### config.mk
export PLATFORM = sky130hd
export DESIGN_NAME = spi_slave_shift
export DESIGN_NICKNAME = d
export VERILOG_FILES = /design/src/rtl/spi_pkg.sv /design/src/rtl/spi_slave_shift_sync_edge.sv /design/src/rtl/spi_slave_shift.sv
export SDC_FILE = /design/constraint.sdc
export NUM_CORES = 1
export LEC_CHECK = 0
export CORE_MARGIN = 5
export CORE_UTILIZATION = 45
export CTS_CLUSTER_DIAMETER = 100
export DETAILED_ROUTE_END_ITERATION = 12
export PLACE_DENSITY = 0.71
export SETUP_SLACK_MARGIN = 0.15
export SLEW_MARGIN = 20
export SYNTH_ARGS = -nofsm -noshare
export SYNTH_HDL_FRONTEND = slang
export SYNTH_SLANG_ARGS = --single-unit
export TNS_END_PERCENT = 100
### constraint.sdc
create_clock -name clk -period 6.2 [get_ports clk]
set_clock_uncertainty 0.2 [all_clocks]
set_input_delay 0.93 -clock clk [delete_from_list [all_inputs] [get_ports clk]]
set_output_delay 0.93 -clock clk [all_outputs]
set_load 0.01 [all_outputs]
### src/rtl/spi_pkg.sv
`default_nettype none
// ============================================================================
// Module      : spi_pkg
// Description : Frame-length encodings, FSM states and length decode shared
//               by the SPI master and responder shift engines.
// Revision    : 1.0
// ============================================================================
package spi_pkg;

    localparam logic [1:0] SPI_LEN_8  = 2'b00;
    localparam logic [1:0] SPI_LEN_16 = 2'b01;
    localparam logic [1:0] SPI_LEN_24 = 2'b10;
    localparam logic [1:0] SPI_LEN_32 = 2'b11;

    typedef enum logic [1:0] {
        IDLE  = 2'd0,
        SHIFT = 2'd1,
        HOLD  = 2'd2
    } spi_state_t;

    // Bit count is (code + 1) * 8.
    function automatic logic [5:0] spi_len_decode(input logic [1:0] code);
        return {({1'b0, code} + 3'd1), 3'b000};
    endfunction

endpackage
`default_nettype wire

### src/rtl/spi_slave_shift_sync_edge.sv
`default_nettype none
// ============================================================================
// Module      : sync_edge
// Description : Multi-stage input synchronizer with rise/fall edge detect.
// Revision    : 1.0
// ============================================================================
module sync_edge #(
    parameter int   SYNC_STAGES = 2,
    parameter logic RST_VAL     = 1'b0
) (
    input  logic clk,
    input  logic rst,
    input  logic i_async,
    output logic o_level,
    output logic o_rise,
    output logic o_fall
);

    logic [SYNC_STAGES-1:0] r_sync;
    logic                   r_dly;

    always_ff @(posedge clk) begin
        if (!rst) begin
            r_sync <= {SYNC_STAGES{RST_VAL}};
            r_dly  <= RST_VAL;
        end else begin
            r_sync <= {r_sync[SYNC_STAGES-2:0], i_async};
            r_dly  <= r_sync[SYNC_STAGES-1];
        end
    end

    assign o_level = r_sync[SYNC_STAGES-1];
    assign o_rise  = o_level & ~r_dly;
    assign o_fall  = ~o_level & r_dly;

endmodule
`default_nettype wire

### src/rtl/spi_slave_shift.sv
`default_nettype none
// ============================================================================
// Module      : spi_slave_shift
// Description : Oversampled SPI mode-0 responder, LSB first, 8/16/24/32-bit.
// Revision    : 1.0
// ============================================================================
module spi_slave_shift
    import spi_pkg::*;
#(
    parameter int DATA_WIDTH  = 32,
    parameter int SYNC_STAGES = 2
) (
    input  logic                  clk,
    input  logic                  rst,
    input  logic                  SCLK,
    input  logic                  CS_N,
    input  logic                  MOSI,
    output logic                  MISO,
    input  logic [1:0]            SPI_DATA_LEN,
    input  logic [DATA_WIDTH-1:0] tx_data,
    input  logic                  tx_valid,
    output logic                  tx_ready,
    output logic [DATA_WIDTH-1:0] rx_data,
    output logic                  rx_valid,
    output logic                  tx_underrun,
    output logic                  frame_err,
    output logic                  busy
);

    localparam logic [7:0] c_SETTLE = 8'(SYNC_STAGES);

    spi_state_t            r_state, w_state_next;
    logic [DATA_WIDTH-1:0] r_tx_buf, r_tx_shift, r_rx_shift, r_rx_data, w_rx_next;
    logic                  r_tx_full, r_rx_valid, r_tx_underrun, r_frame_err;
    logic [5:0]            r_len, r_cnt;
    logic [4:0]            w_pos;
    logic [7:0]            r_settle;
    logic                  r_armed, w_settled, w_last;
    logic                  w_load, w_rx_step, w_tx_step, w_done, w_abort;
    logic                  w_sclk_rise, w_sclk_fall, w_sclk_level_unused;
    logic                  w_cs_level, w_cs_rise, w_cs_fall;
    logic                  w_mosi, w_mosi_rise_unused, w_mosi_fall_unused;
    logic                  w_rx_lsb_unused;

    sync_edge #(.SYNC_STAGES(SYNC_STAGES), .RST_VAL(1'b0)) u_sync_sclk (
        .clk(clk), .rst(rst), .i_async(SCLK),
        .o_level(w_sclk_level_unused), .o_rise(w_sclk_rise), .o_fall(w_sclk_fall)
    );

    sync_edge #(.SYNC_STAGES(SYNC_STAGES), .RST_VAL(1'b1)) u_sync_cs (
        .clk(clk), .rst(rst), .i_async(CS_N),
        .o_level(w_cs_level), .o_rise(w_cs_rise), .o_fall(w_cs_fall)
    );

    sync_edge #(.SYNC_STAGES(SYNC_STAGES), .RST_VAL(1'b0)) u_sync_mosi (
        .clk(clk), .rst(rst), .i_async(MOSI),
        .o_level(w_mosi), .o_rise(w_mosi_rise_unused), .o_fall(w_mosi_fall_unused)
    );

    // After reset the CS_N chain holds a forced 1; a frame may only start once
    // the real pin has been seen high, so a reset mid-frame cannot re-enter it.
    assign w_settled = (r_settle == c_SETTLE);

    assign w_last          = ((r_cnt + 6'd1) == r_len);
    assign w_pos           = r_len[4:0] - 5'd1;
    assign w_rx_next       = {1'b0, r_rx_shift[DATA_WIDTH-1:1]}
                           | ({{(DATA_WIDTH-1){1'b0}}, w_mosi} << w_pos);
    assign w_rx_lsb_unused = r_rx_shift[0];

    always_ff @(posedge clk) begin
        if (!rst) begin
            r_state <= IDLE;
        end else begin
            r_state <= w_state_next;
        end
    end

    always_comb begin
        w_state_next = r_state;
        w_load       = 1'b0;
        w_rx_step    = 1'b0;
        w_tx_step    = 1'b0;
        w_done       = 1'b0;
        w_abort      = 1'b0;
        case (r_state)
            IDLE: begin
                if (w_cs_fall && r_armed) begin
                    w_load       = 1'b1;
                    w_state_next = SHIFT;
                end
            end
            SHIFT: begin
                // A final rise coinciding with CS_N rise still completes.
                if (w_sclk_rise && w_last) begin
                    w_done       = 1'b1;
                    w_state_next = w_cs_rise ? IDLE : HOLD;
                end else if (w_cs_rise) begin
                    w_abort      = 1'b1;
                    w_state_next = IDLE;
                end else begin
                    w_rx_step = w_sclk_rise;
                    w_tx_step = w_sclk_fall;
                end
            end
            HOLD: begin
                if (w_cs_rise) begin
                    w_state_next = IDLE;
                end
            end
            default: w_state_next = IDLE;
        endcase
    end

    always_ff @(posedge clk) begin
        if (!rst) begin
            r_settle      <= '0;
            r_armed       <= 1'b0;
            r_tx_buf      <= '0;
            r_tx_full     <= 1'b0;
            r_tx_shift    <= '0;
            r_rx_shift    <= '0;
            r_rx_data     <= '0;
            r_len         <= '0;
            r_cnt         <= '0;
            r_rx_valid    <= 1'b0;
            r_tx_underrun <= 1'b0;
            r_frame_err   <= 1'b0;
        end else begin
            r_rx_valid    <= 1'b0;
            r_tx_underrun <= 1'b0;
            r_frame_err   <= 1'b0;
            if (!w_settled) begin
                r_settle <= r_settle + 8'd1;
            end
            if (w_settled && w_cs_level) begin
                r_armed <= 1'b1;
            end
            if (tx_valid && !r_tx_full) begin
                r_tx_buf  <= tx_data;
                r_tx_full <= 1'b1;
            end
            if (w_load) begin
                r_len      <= spi_len_decode(SPI_DATA_LEN);
                r_cnt      <= '0;
                r_rx_shift <= '0;
                if (r_tx_full) begin
                    r_tx_shift <= r_tx_buf;
                    r_tx_full  <= 1'b0;
                end else begin
                    r_tx_shift    <= '0;
                    r_tx_underrun <= 1'b1;
                end
            end
            if (w_rx_step) begin
                r_rx_shift <= w_rx_next;
                r_cnt      <= r_cnt + 6'd1;
            end
            if (w_tx_step) begin
                r_tx_shift <= {1'b0, r_tx_shift[DATA_WIDTH-1:1]};
            end
            if (w_done) begin
                r_rx_data  <= w_rx_next;
                r_rx_valid <= 1'b1;
            end
            if (w_abort) begin
                r_frame_err <= 1'b1;
                r_tx_shift  <= '0;
            end
        end
    end

    assign MISO        = (r_state == SHIFT) & r_tx_shift[0];
    assign tx_ready    = ~r_tx_full;
    assign rx_data     = r_rx_data;
    assign rx_valid    = r_rx_valid;
    assign tx_underrun = r_tx_underrun;
    assign frame_err   = r_frame_err;
    assign busy        = (r_state != IDLE);

endmodule
`default_nettype wire

# [Yosys cells after proc, flatten, opt, wreduce, memory -nomap -nowiden]
# Index checks and enable logic that the tools add are counted.
[word_totals] reg_bits=160 in_bits=40 output_inout_bits=38 word_cells=84
[classes] add_sub_neg=4 eq_ne=5 shift=1 mux=31 n_bitwise=12 n_reduce_logical=12
[op_table] operator="two-way mux 32 bit" n=3
[op_table] operator="two-way mux 31 bit" n=2
[op_table] operator="OR 31 x 32 -> 32 bit" n=1
[op_table] operator="<< shifter 1 x 5 -> 32 bit" n=1
[op_table] operator="two-way mux 1 bit" n=19
[op_table] operator="two-way mux 6 bit" n=2
[op_table] operator="adder 8 x 1 -> 8 bit (second input constant)" n=1
[op_table] operator="== test 8 x 2 -> 1 bit (second input constant)" n=1
[op_table] operator="two-way mux 2 bit" n=4
[op_table] operator="adder 6 x 1 -> 6 bit (second input constant)" n=1
[op_table] operator="== test 6 bit" n=1
[op_table] operator="inverter 1 bit" n=6
[op_table] operator="one-hot mux 2 bit (3 select lines)" n=1
[op_table] operator="nonzero test 2 bit" n=3
[op_table] operator="bitwise AND 1 bit" n=5
[op_table] operator="subtractor 5 x 1 -> 5 bit (second input constant)" n=1
[op_table] operator="logical AND 1 bit" n=4
[op_table] operator="adder 2 x 1 -> 3 bit (second input constant)" n=1
[op_table] operator="OR reduction 3 bit" n=1
[op_table] operator="== test 2 x 1 -> 1 bit (second input constant)" n=1
[op_table] operator="== test 2 bit (second input constant)" n=1
[op_table] operator="logical NOT 2 bit" n=1
[op_table] operator="inequality test 2 bit (second input constant)" n=1
[op_table] operator="AND reduction 2 bit" n=1
[op_table] operator="other kinds (2)" n=2

# [Longest topological paths before layout]
# Gate-level depths: netlist of run 1.
[depth] ltp_word=7 depth_mapped=8 depth_no_buf=6

# [Modules after synthesis]
# From an unflattened synthesis of run 1, not the netlist that was laid out.
[unflattened] hier_cells=820 hier_area_um2=6912.9
[by_module_without_submodules] mod="spi_slave_shift" n_inst=1 cells_per_inst=796 area_per_inst_um2=6638.9 seq_area_each_um2=3022.9
[by_module_without_submodules] mod="sync_edge" n_inst=3 cells_per_inst=8 area_per_inst_um2=91.3 seq_area_each_um2=60.1

# [Least setup slack after synthesis of run 1]
# OpenSTA, ideal clock, no wires.
[synth_timing] path_type="register to register" start="reg r_cnt[0]" end="reg r_tx_shift[0]" setup_time_ps=79 t_arrival_ps=2049 required_ps=5921 path_slack_ps=3871 path_stages_with_launch=9 n_path_buf=2 synth_period_minus_slack_ps=2329 path_cell_list="dfxtp_1 > ha_1 > or2_2 > a21oi_1 > o211ai_1 > clkbuf_1 > o41a_4 > buf_6 > a211oi_2"
[synth_between] elab_chain_cells=6 elab_cells_between_ends=10 cone_classes="add/sub: 1; eq/ne: 1; mux: 5; reduce/logical: 3"
[synth_lines] item="from (decl)" line_no="spi_slave_shift.sv:35" rtl="logic [5:0] r_len, r_cnt;"
[synth_lines] item="from (signal assigned)" line_no="spi_slave_shift.sv:156" rtl="r_cnt <= r_cnt + 6'd1;"
[synth_lines] item="adder 6 x 1 -> 6 bit *" line_no="spi_slave_shift.sv:64" rtl="assign w_last = ((r_cnt + 6'd1) == r_len);"
[synth_lines] item="== test 6 bit *" line_no="spi_slave_shift.sv:64"
[synth_lines] item="logical AND 1 bit *" line_no="spi_slave_shift.sv:94" rtl="if (w_sclk_rise && w_last) begin"
[synth_lines] item="two-way mux 1 bit" line_no="spi_slave_shift.sv:94"
[synth_lines] item="two-way mux 1 bit" line_no="spi_slave_shift.sv:85" rtl="case (r_state)"
[synth_lines] item="two-way mux 31 bit (tied with other cells)" line_no="spi_slave_shift.sv:158" rtl="if (w_tx_step) begin"
[synth_lines] item="to (signal assigned)" line_no="spi_slave_shift.sv:147" rtl="r_tx_shift <= r_tx_buf;"
[synth_lines] item="to (signal assigned)" line_no="spi_slave_shift.sv:159" rtl="r_tx_shift <= {1'b0, r_tx_shift[DATA_WIDTH-1:1]};"
[synth_lines] item="to (decl)" line_no="spi_slave_shift.sv:33" rtl="logic [DATA_WIDTH-1:0] r_tx_buf, r_tx_shift, r_rx_shift, r_rx_data, w_rx_next;"
# Mark *: on every way between the ends. The rest lies on a longest branch, timed or not.
# A chain may end at the register's enable or synchronous reset.

# [Worst setup path after layout of run 1]
[layout_timing] start="reg r_state[0]" end="out MISO"
[layout_between] elab_chain_cells=2
[layout_lines] item="from (decl)" line_no="spi_slave_shift.sv:32" rtl="spi_state_t r_state, w_state_next;"
[layout_lines] item="from (signal assigned)" line_no="spi_slave_shift.sv:74" rtl="r_state <= w_state_next;"
[layout_lines] item="== test 2 x 1 -> 1 bit" line_no="spi_slave_shift.sv:172" rtl="assign MISO = (r_state == SHIFT) & r_tx_shift[0];"
[layout_lines] item="bitwise AND 1 bit" line_no="spi_slave_shift.sv:172"
[layout_lines] item="to (decl)" line_no="spi_slave_shift.sv:18" rtl="output logic MISO,"
# Every way passes these cells.

==> impl_summary.md, run 1 <==
Yosys
In this run the mean area of a mapped cell was about 8.7 µm². The number of distinct library cells after synthesis is 51. The number of enable-type register cells in the synthesized netlist is 0. In the synthesized netlist, the number of instances is 767. After Yosys synthesis, XOR and XNOR cells account for under 10% of the synthesized area. The adder-cell area share of the yosys netlist is 0.9372%. The area fraction in compound gates after synthesis is 18.58%. The most used flip-flop cell after synthesis is dfxtp_1. The cell area that synthesis handed to floorplanning was 0.006675 mm².

The total nets after synthesis is 812. After synthesis, the largest family of logic cells by area is simple AND/OR/NAND/NOR gates. In the synthesized netlist the async set-or-reset flop fraction comes to 0%. The number of register bits inferred by synthesis is between 150 and 200. For this run, the number of Yosys warnings is 0.

The simple-gate share of the synthesized area is between 20% and 30%. The proportion of synthesized chip area in sequential cells is 47.69%. After synthesis, the share of cell area in mux cells is 5.098%.

Clock network
The number of setup buffers added after CTS is 0. TritonCTS built the clock tree. The TritonCTS sink count is roughly 160. After clock tree synthesis, the clock-pin slew on the worst setup and hold paths is ~0.06 ns.

The number of gates resized after CTS is 0. The tree is rooted in a clkbuf_16. The number of buffers inserted during clock tree synthesis is 17. The H-tree generated during clock tree synthesis spans 4 levels. The maximum clock insertion buffer count is 2. The hold buffer count at CTS is 0.

At the later pin of the worst-skew pair, clock insertion delay measures around 0.43 ns.

Pwr
VDD sags by at most ~0.00022 V. The static leakage is approximately 0.0031 µW. The total power density per cell area is 280.5 mW/mm². The clock share of power is 46.8%. Net switching is 23.22% of the power. After layout, the design draws a total of 2273 µW. The share of total power dissipated in combinational logic is 6.1%. The internal power of the cells totals 1745 µW. The sequential group share of total power is 47.0%.

The switching power total is 527.8 µW.

Global route
The residual overflow from global routing is 0. Entering global routing, the biggest net connects 87 pins. The initial antenna violation count was 0. The global-route wire length before repair is 24570 µm. Global routing used 16.78% of the available tracks. The via count of the first global-routing pass was 5219.

Final layout
The final net count is 850. The library cells used most frequently in the layout, excluding fill and tap cells, are dfxtp_1, nand2_1, a21oi_1. The finished layout holds 1002 standard cells, fillers aside. The share of layout cells above drive strength 1 is 10.51%. The number of fill cells is 1339.

The sequential cells in the finished layout cover a total of 0.003183 mm². In the final layout, the multi-input gates occupy between 0.003 and 0.004 mm². The post-synthesis to final-layout area growth is 21.42%. The repair_antennas step left the layout with diodes totalling 0. Leaving out fill and tap cells, the most frequent cell in the layout is dfxtp_1.

Critical path
Data on the critical path arrives at its endpoint at roughly 1.7 ns. On the worst path, the slowest cell contributes a delay of 0.53 ns. The type of the worst setup path is flip-flop to output port. Walking the worst path, the cells encountered are nor2b_1 -> and2_1 -> clkdlybuf4s50_1. The slowest stage of the critical path is the clkdlybuf4s50_1 cell. The endpoint type of the worst setup path is an output port.

Data on the critical path is required at its endpoint by 5.07 ns. The critical path startpoint category is a flip-flop. The largest fanout on the critical path is 4.

Routing
After detailed routing, the average wire length per cell comes to approximately 15 µm. In the routed design, unresolved DRC markers number 0. The detailed router placed roughly 5300 vias in this run.

The remaining number of nets flagged by the antenna check after routing is 0. The iteration count of the initial detailed-routing pass is 6. The via density per instance is 5.332. The total length of routed wires is 14550 µm. The number of DRC markers in iteration 0 is 359.

Outcome
The run finished with clean final reports.

Timing
At the pin with the least slew margin, the transition time is roughly 0.9 ns. The final number of max-transition violations came to 0. The worst pin sits at a relative slew slack of 38.61%.

The final count of negative-setup-slack endpoints is 0. The accumulated negative setup slack is 0 ns. The maximum clock rate is between 0.3 and 0.4 GHz. The final-report hold violation count is 0. The worst path in the final design needs a cycle of 2.820 ns, including I/O delays and setup. Dividing the final minimum period by the clock period gives 45.48%.

Setup repair after global routing left no endpoint under its margin.

Floorplan
The floorplan has 44 rows. The die covers 0.01737 mm². The top-level port count is 78. The floorplan die width is 131.8 µm.

The effective utilization at floorplan is 45.93%. The die is 131.8 µm tall. The area of the core region is 0.01453 mm².

Placement
The last weighted congestion value of the routability-driven placer is roughly 0.75. Once placement completed, the tool counted placed cells totaling ~970. The wire-length estimate of the detail-placed layout is ~8700 µm. The count of port buffers added during placement is 77.

Worst hold path
The path class of the lowest-slack min-delay path is flip-flop to flip-flop.

Job
Across the run, the number of max-cap violations was 0.
-- power groups by stage --
| stage | Sequential [µW] | Clock [µW] | Combinational [µW] |
|---|---|---|---|
| after floorplan | 1090 | 0 | 92.7 |
| after global routing | 1070 | 1120 | 157 |
| after CTS | 1070 | 1080 | 141 |
| after detailed placement | 1090 | 0 | 139 |
| after global placement | 1090 | 0 | 137 |
| final | 1070 | 1060 | 139 |
-- per-stage QoR --
stage / setup slack [ns] / util, % / hold WS, ns / instance area [µm²]
2_1_floorplan: 3.871 / - / 0.1863 / 6675
3_3_place_gp: 3.173 / 51.33 / 0.1950 / 7460
3_5_place_dp: 3.163 / 51.36 / 0.1973 / 7465
4_1_cts: 3.323 / 55.56 / 0.2119 / 8075
5_1_grt: 3.236 / 55.77 / 0.2584 / 8105
6_report: 3.380 / 55.77 / 0.2080 / 8105
-- kinds of logic (layout without fill, tap and decap cells) --
| group | after synthesis | after routing |
|---|---|---|
| xor gates and xnor gates | 11 | 11 |
| AOI/OAI and AO/OA | 186 | 186 |
| muxes | 34 | 34 |
| buffers and inverters | 72 | 123 |
| DFF | 159 | 159 |
| and+or+nand+nor | 300 | 300 |
| adders and majority gates | 5 | 5 |
-- routing by layer --
metal,share of wire (%),track usage (%)
met1,47,20.18
met2,48,28.87
met3,3.9,4.427
met4,1.4,6.114
met5,0,0
-- worst max-delay path: cells and delay by family, from the launching register on --
family | cells | cell delay, ns
flops | 1 | 0.34
buf+inv | 1 | 0.53
simple gates | 2 | 0.40
-- cell usage after synthesis, drive strengths merged (5+ instances only) --
cell / number / share of area, %
nand2: 109 / 6.1
dfxtp: 159 / 48
nor2b: 6 / 0.56
inv: 5 / 0.28
and2: 7 / 0.69
clkbuf: 53 / 3.0
mux2i: 34 / 5.1
nand2b: 7 / 0.66
ha: 5 / 0.94
o21ai: 35 / 2.6
and3: 35 / 3.3
xnor2: 5 / 0.66
nand3: 67 / 5.0
nor3: 6 / 0.45
a211oi: 34 / 6.1
o31ai: 5 / 0.56
buf: 14 / 1.5
nor2: 45 / 2.5
xor2: 6 / 0.79
a21oi: 98 / 7.3
-- sequential cells by signal, summed over array words and instances (netlist names), 2 cells and up --
signal,count
r_state,2
rx_data,32
u_sync_mosi.r_sync,2
r_len,3
r_settle,8
u_sync_cs.r_sync,2
r_tx_buf,32
r_rx_shift,31
u_sync_sclk.r_sync,2
r_tx_shift,32
r_cnt,6
-- final cells by class --
cell class / count / area share (%)
sequential: 159 / 39.27
inverter: 5 / 0.2316
multi-input combinational: 536 / 39.60
tap: 184 / 2.840
timing repair buffer: 86 / 10.53
clock buffer: 22 / 5.974
clock inverter: 10 / 1.559
-- worst paths after layout --
| kind | startpoint | endpoint | slack [ns] | cells after the start |
|---|---|---|---|---|
| max | r_state[0] | MISO | 3.38 | 3 |
| min | u_sync_cs.r_sync[0] | u_sync_cs.r_sync[1] | 0.21 | 1 |
| max reg2reg | r_cnt[0] | r_tx_shift[31] | 3.44 | 7 |
| min reg2reg | u_sync_cs.r_sync[0] | u_sync_cs.r_sync[1] | 0.21 | 1 |
(Power assumes the default switching activity.)
==> run 2, diff against run 1 <==
- clock period: 6.2 -> 2.6 ns (I/O delays scaled with it)
==> impl_summary.md, run 2 (synthesized netlist as in run 1, its figures left out) <==
Outcome
The flow ran to the end, and the final reports show no timing, DRC or antenna violations.

Timing
The final-report hold violation count is 0. The worst hold-check slack is 0.2082 ns. Setup total negative slack on the finished layout was measured at 0 ns. At the pin with the least slew margin, the transition time is 0.7900 ns.

The portion of the clock cycle consumed by the worst path in the final layout is between 90% and 100%. The post-layout worst setup margin is 0.1908 ns. Setup repair after global routing left no endpoint under its margin.

For the finished layout, the period the worst path requires is between 2 and 2.5 ns. The final number of max-transition violations came to 0. The worst-case headroom to the max-slew limit is a little under half. The final count of negative-setup-slack endpoints is 0. Static timing analysis puts the maximum clock frequency at 0.4151 GHz.

Routing
Dividing the detail-routed via count by the number of cells gives 5.455. The number of vias after detailed routing is 5597. The detail route stage leaves a number of antenna-violating nets equal to 0. Wires add up to around 16000 µm.

After detailed routing, the average wire length per cell comes to 15.39 µm. The first detailed-routing pass took 5 iterations. The DRC violation count after routing is 0.

The number of DRC markers in iteration 0 is 386.

Global route
The all-layer global routing usage is around 17%. The global-route wire length before repair is 25340 µm. Entering global routing, the biggest net connects 86 pins. The initial antenna violation count is 0. The via count of the first global-routing pass is between 5000 and 6000. The residual overflow from global routing is 0.

Critical path
The largest fanout on the critical path is 8. The maximum single-stage delay on the critical path is 0.45 ns. The critical path data arrival time is 2.55 ns. Among all stages on the critical path, the largest delay is contributed by dfxtp_1. STA puts the critical path data required time at roughly 2.7 ns. The critical path goes through nand3_1 -> xnor2_1 -> o211ai_1 -> buf_4 -> buf_12 -> o21ai_4 -> clkbuf_16 -> mux2i_1. The endpoint type of the worst setup path is a flip-flop. The critical path is of the flip-flop to flip-flop type.

The combined buffer and inverter count along the critical path is 3. On the critical path the largest part of the delay comes from buffers and inverters. The worst setup path is launched from a flip-flop.

Clock network
Clock-pin slew was measured on the worst setup and hold paths at 0.06 ns. The H-tree was split into 4 levels. The clock latency on the worst-skew pair is 0.42 ns. TritonCTS built the clock tree. The maximum clock insertion buffer count is 2. The CTS root buffer is clkbuf_16. The number of buffers inserted during clock tree synthesis is 17. The hold buffer count at CTS is 0. Clock tree synthesis found a total of roughly 160 sinks.

Pwr
The worst-case IR drop observed on VDD is 0.0004037 V. The logic gate share of total power is 6.6%. In this run the static leakage power is 0.003324 µW. The design internal power is about 4000 µW. The switching part of the total power is between 20 and 25%. The clock network is responsible for between 40% and 50% of the overall power. The switching power total is 1213 µW. The total power density per cell area is 625.9 mW/mm². Sequential cells burn 48.2% of the power.

Floorplan
The number of standard-cell rows in the floorplan is between 40 and 50. In this run the vertical extent of the chip is approximately 130 µm. The overall die area is between 0.015 and 0.02 mm². For this configuration, the core starts out at a cell density of 45.93%. For this design the top-level I/O count stands at 78. The area of the core region is between 0.01 and 0.015 mm².

The floorplan die width is roughly 130 µm.

Final layout
The number of diodes is 0. The number of fill cells is 1297. The most common cell after layout, fill and taps aside is dfxtp_1. From synthesis to final layout, the design area changed by 26.45%. Cells with a size suffix above 1 make up between 10% and 20% of the layout. In the layout the commonest cells are dfxtp_1, nand2_1, a21oi_1. The net count of the finished layout is between 800 and 900.

Placement
OpenSTA, run right after detailed placement, puts the worst setup slack at 0.09834 ns. The count of port buffers added during placement is slightly below 80. Routability-driven placement finished with a final weighted congestion of 0.8489.

The half-perimeter wire length after placement is 8841 µm.

Worst hold path
The tightest min-delay check is of the flip-flop to flip-flop type.

Job
The number of max-cap violations is 0.
run 2: cell types whose count changed in the layout (fill, tap and decap cells not counted), moves of 2 or more:
cell / change
buf_4: +15
buf_12: +5
clkbuf_16: +4
clkbuf_8: -3
clkinv_2: +3
clkinv_4: -2
dfxtp_1: -2
dfxtp_4: +2
o41a_4: +2
run 2: path summary, 6_finish.rpt:
kind	start	endpoint	slack, ns	cells past startpoint
worst max-delay path	r_cnt[2]	r_rx_shift[17]	0.19	8
worst min-delay path	u_sync_cs.r_sync[0]	u_sync_cs.r_sync[1]	0.21	1
worst max register to register	r_cnt[2]	r_rx_shift[17]	0.19	8
worst min register to register	u_sync_cs.r_sync[0]	u_sync_cs.r_sync[1]	0.21	1
run 2: layout make-up:
cell class	instances	area [µm²]	share of cell area (%)
multi-input combinational	538	3289	38.97
clock inverter	10	115.1	1.364
sequential	159	3191	37.80
tap	184	230.2	2.728
inverter	5	18.77	0.2224
timing repair buffer	110	1150	13.62
clock buffer	20	446.7	5.292
run 2: power groups by stage:
stage                     Sequential, µW  Combinational (µW)  Clock [µW]
after floorplan                     2590                 221           0
after global placement              2600                 335           0
after detailed placement            2600                 337           0
after CTS                           2550                 347        2440
after global routing                2550                 389        2570
final                               2550                 346        2390
run 2: layer usage:
metal	share of wire, %	track usage, %	vias to the layer above
li1	-	-	2815
met1	47	22.10	2646
met2	47	28.50	119
met3	4.3	4.160	17
met4	1.3	5.829	0
met5	0	0	-
run 2: through the flow:
step                      area, µm²  total power [µW]  cells  utilization, %
after CTS                      8210              5331   1013           56.49
after global placement         7585              2934    979           52.19
after detailed placement       7585              2938    979           52.19
after global routing           8441              5508   1026           58.08
final                          8441              5283   1026           58.08
after floorplan                6675              2811    767               -
run 2: timing repair:
item,4_1_cts,5_1_grt
pin swaps,2,4
hold endpoints to repair,0,0
endpoints found under the setup margin,16,85
setup buffers,2,8
cloned,2,5
resized for setup,6,10
run 2: worst reg2reg max path: cells and delay by family, from the launching register on:
kind	cells	cell delay, ns
buffers and inverters	3	0.56
AOI/OAI and AO/OA	2	0.47
DFF	1	0.45
xor gates and xnor gates	1	0.27
muxes	1	0.22
and+or+nand+nor	1	0.16
==> run 3, diff against run 2 <==
- CORE_ASPECT_RATIO: default -> 1.5
==> impl_summary.md, run 3 (synthesized netlist as in run 1, its figures left out) <==
Outcome
The run finished with clean final reports.

Worst hold path
The launch point of the worst hold path is rst. Counting instances, the worst hold path has a depth of 2. The path class of the tightest hold or removal check is primary input to flip-flop. For hold timing, the worst endpoint is u_sync_cs.r_sync[1].

Pwr
Combinational logic is responsible for 6.6% of the overall power. The design internal power is between 4000 and 5000 µW. The static leakage is 0.003231 µW. The total power density per cell area is between 600 and 700 mW/mm². The clock network accounts for 45.5% of the total power. The sequential group share of total power is 48.0%. The switching part of the total power is 23.58%. For this design the total switching power over the nets is 1253 µW. The peak supply drop is around 0.00043 V.

Floorplan
The number of standard-cell rows in the floorplan is 54. The top-level port count is 78. The area of the core region is around 0.015 mm². The die covers about 0.017 mm². The floorplan step set the die height to 159.2 µm.

Once the floorplan was initialized, standard cells occupied between 40% and 50% of the core. The floorplan die width is roughly 110 µm.

Final layout
The post-synthesis to final-layout area growth is 23.84%. The number of diodes is 0. The final layout contains 868 nets. Cells with a size suffix above 1 make up between 10% and 20% of the layout. The most common cell after layout, fill and taps aside is dfxtp_1. The library cells used most frequently in the layout, excluding fill and tap cells, are dfxtp_1, nand2_1, a21oi_1. The utilization after layout is 56.64%.

Placement
The setup slack after placement is between 0.1 and 0.15 ns. The count of buffers added on input and output ports is slightly below 80. The last weighted congestion value of the routability-driven placer is 0.8441. The half-perimeter wire length after placement is 9416 µm.

Routing
The via density per instance is 5.306. In this run, the number of DRC markers left after iteration 0 of detailed routing was approximately 250. For this block, the via count after detailed routing is 5476. The first detailed-routing pass took 5 iterations.

Wires add up to 14990 µm. After detailed routing, the average wire length per cell comes to ~15 µm. The DRC violation count after routing is 0. The remaining number of nets flagged by the antenna check after routing is 0.

Timing
The actual transition at the worst max-transition pin is 0.8619 ns. Setup repair after global routing left no endpoint under its margin. Setup violations remaining at the end of the flow were counted as 0. The final number of max-transition violations was 0. Based on the critical path, the design can be clocked at up to about 0.42 GHz.

The final-report hold violation count came to 0. Adding up every negative setup slack in the final design gives 0 ns. The post-layout worst setup margin is approximately 0.23 ns.

The worst-case headroom to the max-slew limit is 41.93%. The worst path uses 91.00% of the clock period. After layout, the minimum clock period comes to 2.366 ns.

Clock network
After clock tree synthesis, the clock-pin slew on the worst setup and hold paths is 0.06 ns. The clock latency on the worst-skew pair is 0.42 ns. The CTS root buffer is clkbuf_16. The hold buffer count at CTS is 0. The tree built by TritonCTS fans out to 159 sinks.

The number of buffers inserted during clock tree synthesis is 17. The maximum clock insertion buffer count is 2. The number of levels the H-tree was split into is 4. TritonCTS built the clock tree.

Critical path
Of all nets on the critical path, the largest fanout is 8. The launch instance of the worst register-to-register path is r_cnt[1]. The terminus of the critical flop-to-flop path is r_tx_shift[29]. The critical path startpoint category is a flip-flop. STA classifies the critical path endpoint as a flip-flop. STA puts the critical path data arrival time at 2.51 ns. The worst setup path startpoint is r_cnt[1].

The type of the worst setup path is flip-flop to flip-flop. The depth of the most critical reg-to-reg path is 7. The worst register-to-register path has a setup slack of 0.23 ns. At the worst endpoint, the required time is 2.74 ns.

Global route
Entering global routing, the biggest net connects 77 pins. The via count of the first global-routing pass is 5220. The first global-routing pass estimated 24650 µm of wire.

Across every metal layer, demand over resource in global routing totals 17.27%. The residual overflow from global routing is 0. The initial antenna violation count came to 0.

Job
The number of max-cap violations is 0.
[run 3: cell types whose count changed in the layout (fill, tap and decap cells not counted), sizes merged]
cell,previous run,this run
buf,30,25
o41a,3,4
clkinv,4,9
clkbuf,24,18
clkinvlp,3,2
[run 3: area by class of cell]
cell class	count	area, µm²
well taps	196	245.2
inverters	5	18.77
clock buffers	18	429.2
repair buffers	101	983.4
clock inverters	14	143.9
flip-flops and latches	159	3184
fillers	1361	6327
multi-input cells	539	3262
[run 3: through the flow]
| stage | area, µm² | cells | hold slack (ns) | total power (µW) |
|---|---|---|---|---|
| global placement | 7610 | 995 | 0.1936 | 2936 |
| global route | 8267 | 1032 | 0.1213 | 5506 |
| floorplan | 6675 | 767 | 0.1863 | 2811 |
| detailed placement | 7610 | 995 | 0.1944 | 2944 |
| finish | 8267 | 1032 | 0.1108 | 5313 |
| CTS | 8240 | 1031 | 0.1037 | 5348 |
[run 3: worst max-delay path by stage]
stage                          end  slack (ns)  cells after the start
finish              r_tx_shift[29]        0.23                      7
global route        r_tx_shift[15]        0.16                      7
CTS                 r_tx_shift[31]        0.16                      7
detailed placement  r_tx_shift[31]        0.13                      6
global placement    r_tx_shift[31]        0.16                      6
floorplan            r_tx_shift[0]        0.27                      8
[run 3: worst max-delay path: stages (launching register included)]
cell and delay (ns):
dfxtp_1 0.36, ha_2 0.22, or2_2 0.27, a21oi_1 0.19, o211ai_1 0.15, buf_4 0.20, o41a_4 0.52, a211oi_2 0.18
[run 3: power groups by stage]
stage	clock (µW)	combinational (µW)	sequential [µW]
after floorplan	0	221	2590
after global placement	0	335	2600
after detailed placement	0	341	2600
after CTS	2450	351	2550
after global routing	2560	389	2560
final	2420	350	2550
[run 3: routing by layer]
| layer | global-route usage [%] | share of wire, % | up-vias |
|---|---|---|---|
| li1 | - | - | 2793 |
| met4 | 6.523 | 2.2 | 0 |
| met5 | 0 | 0 | - |
| met3 | 4.544 | 4.2 | 27 |
| met2 | 28.82 | 50 | 111 |
| met1 | 20.99 | 43 | 2545 |
[run 3: repair_timing]
item                                    in CTS  in global routing
setup buffers                                2                  0
resized for setup                            2                  4
cloned                                       2                  1
endpoints found under the setup margin      41                 45
pin swaps                                    3                  3
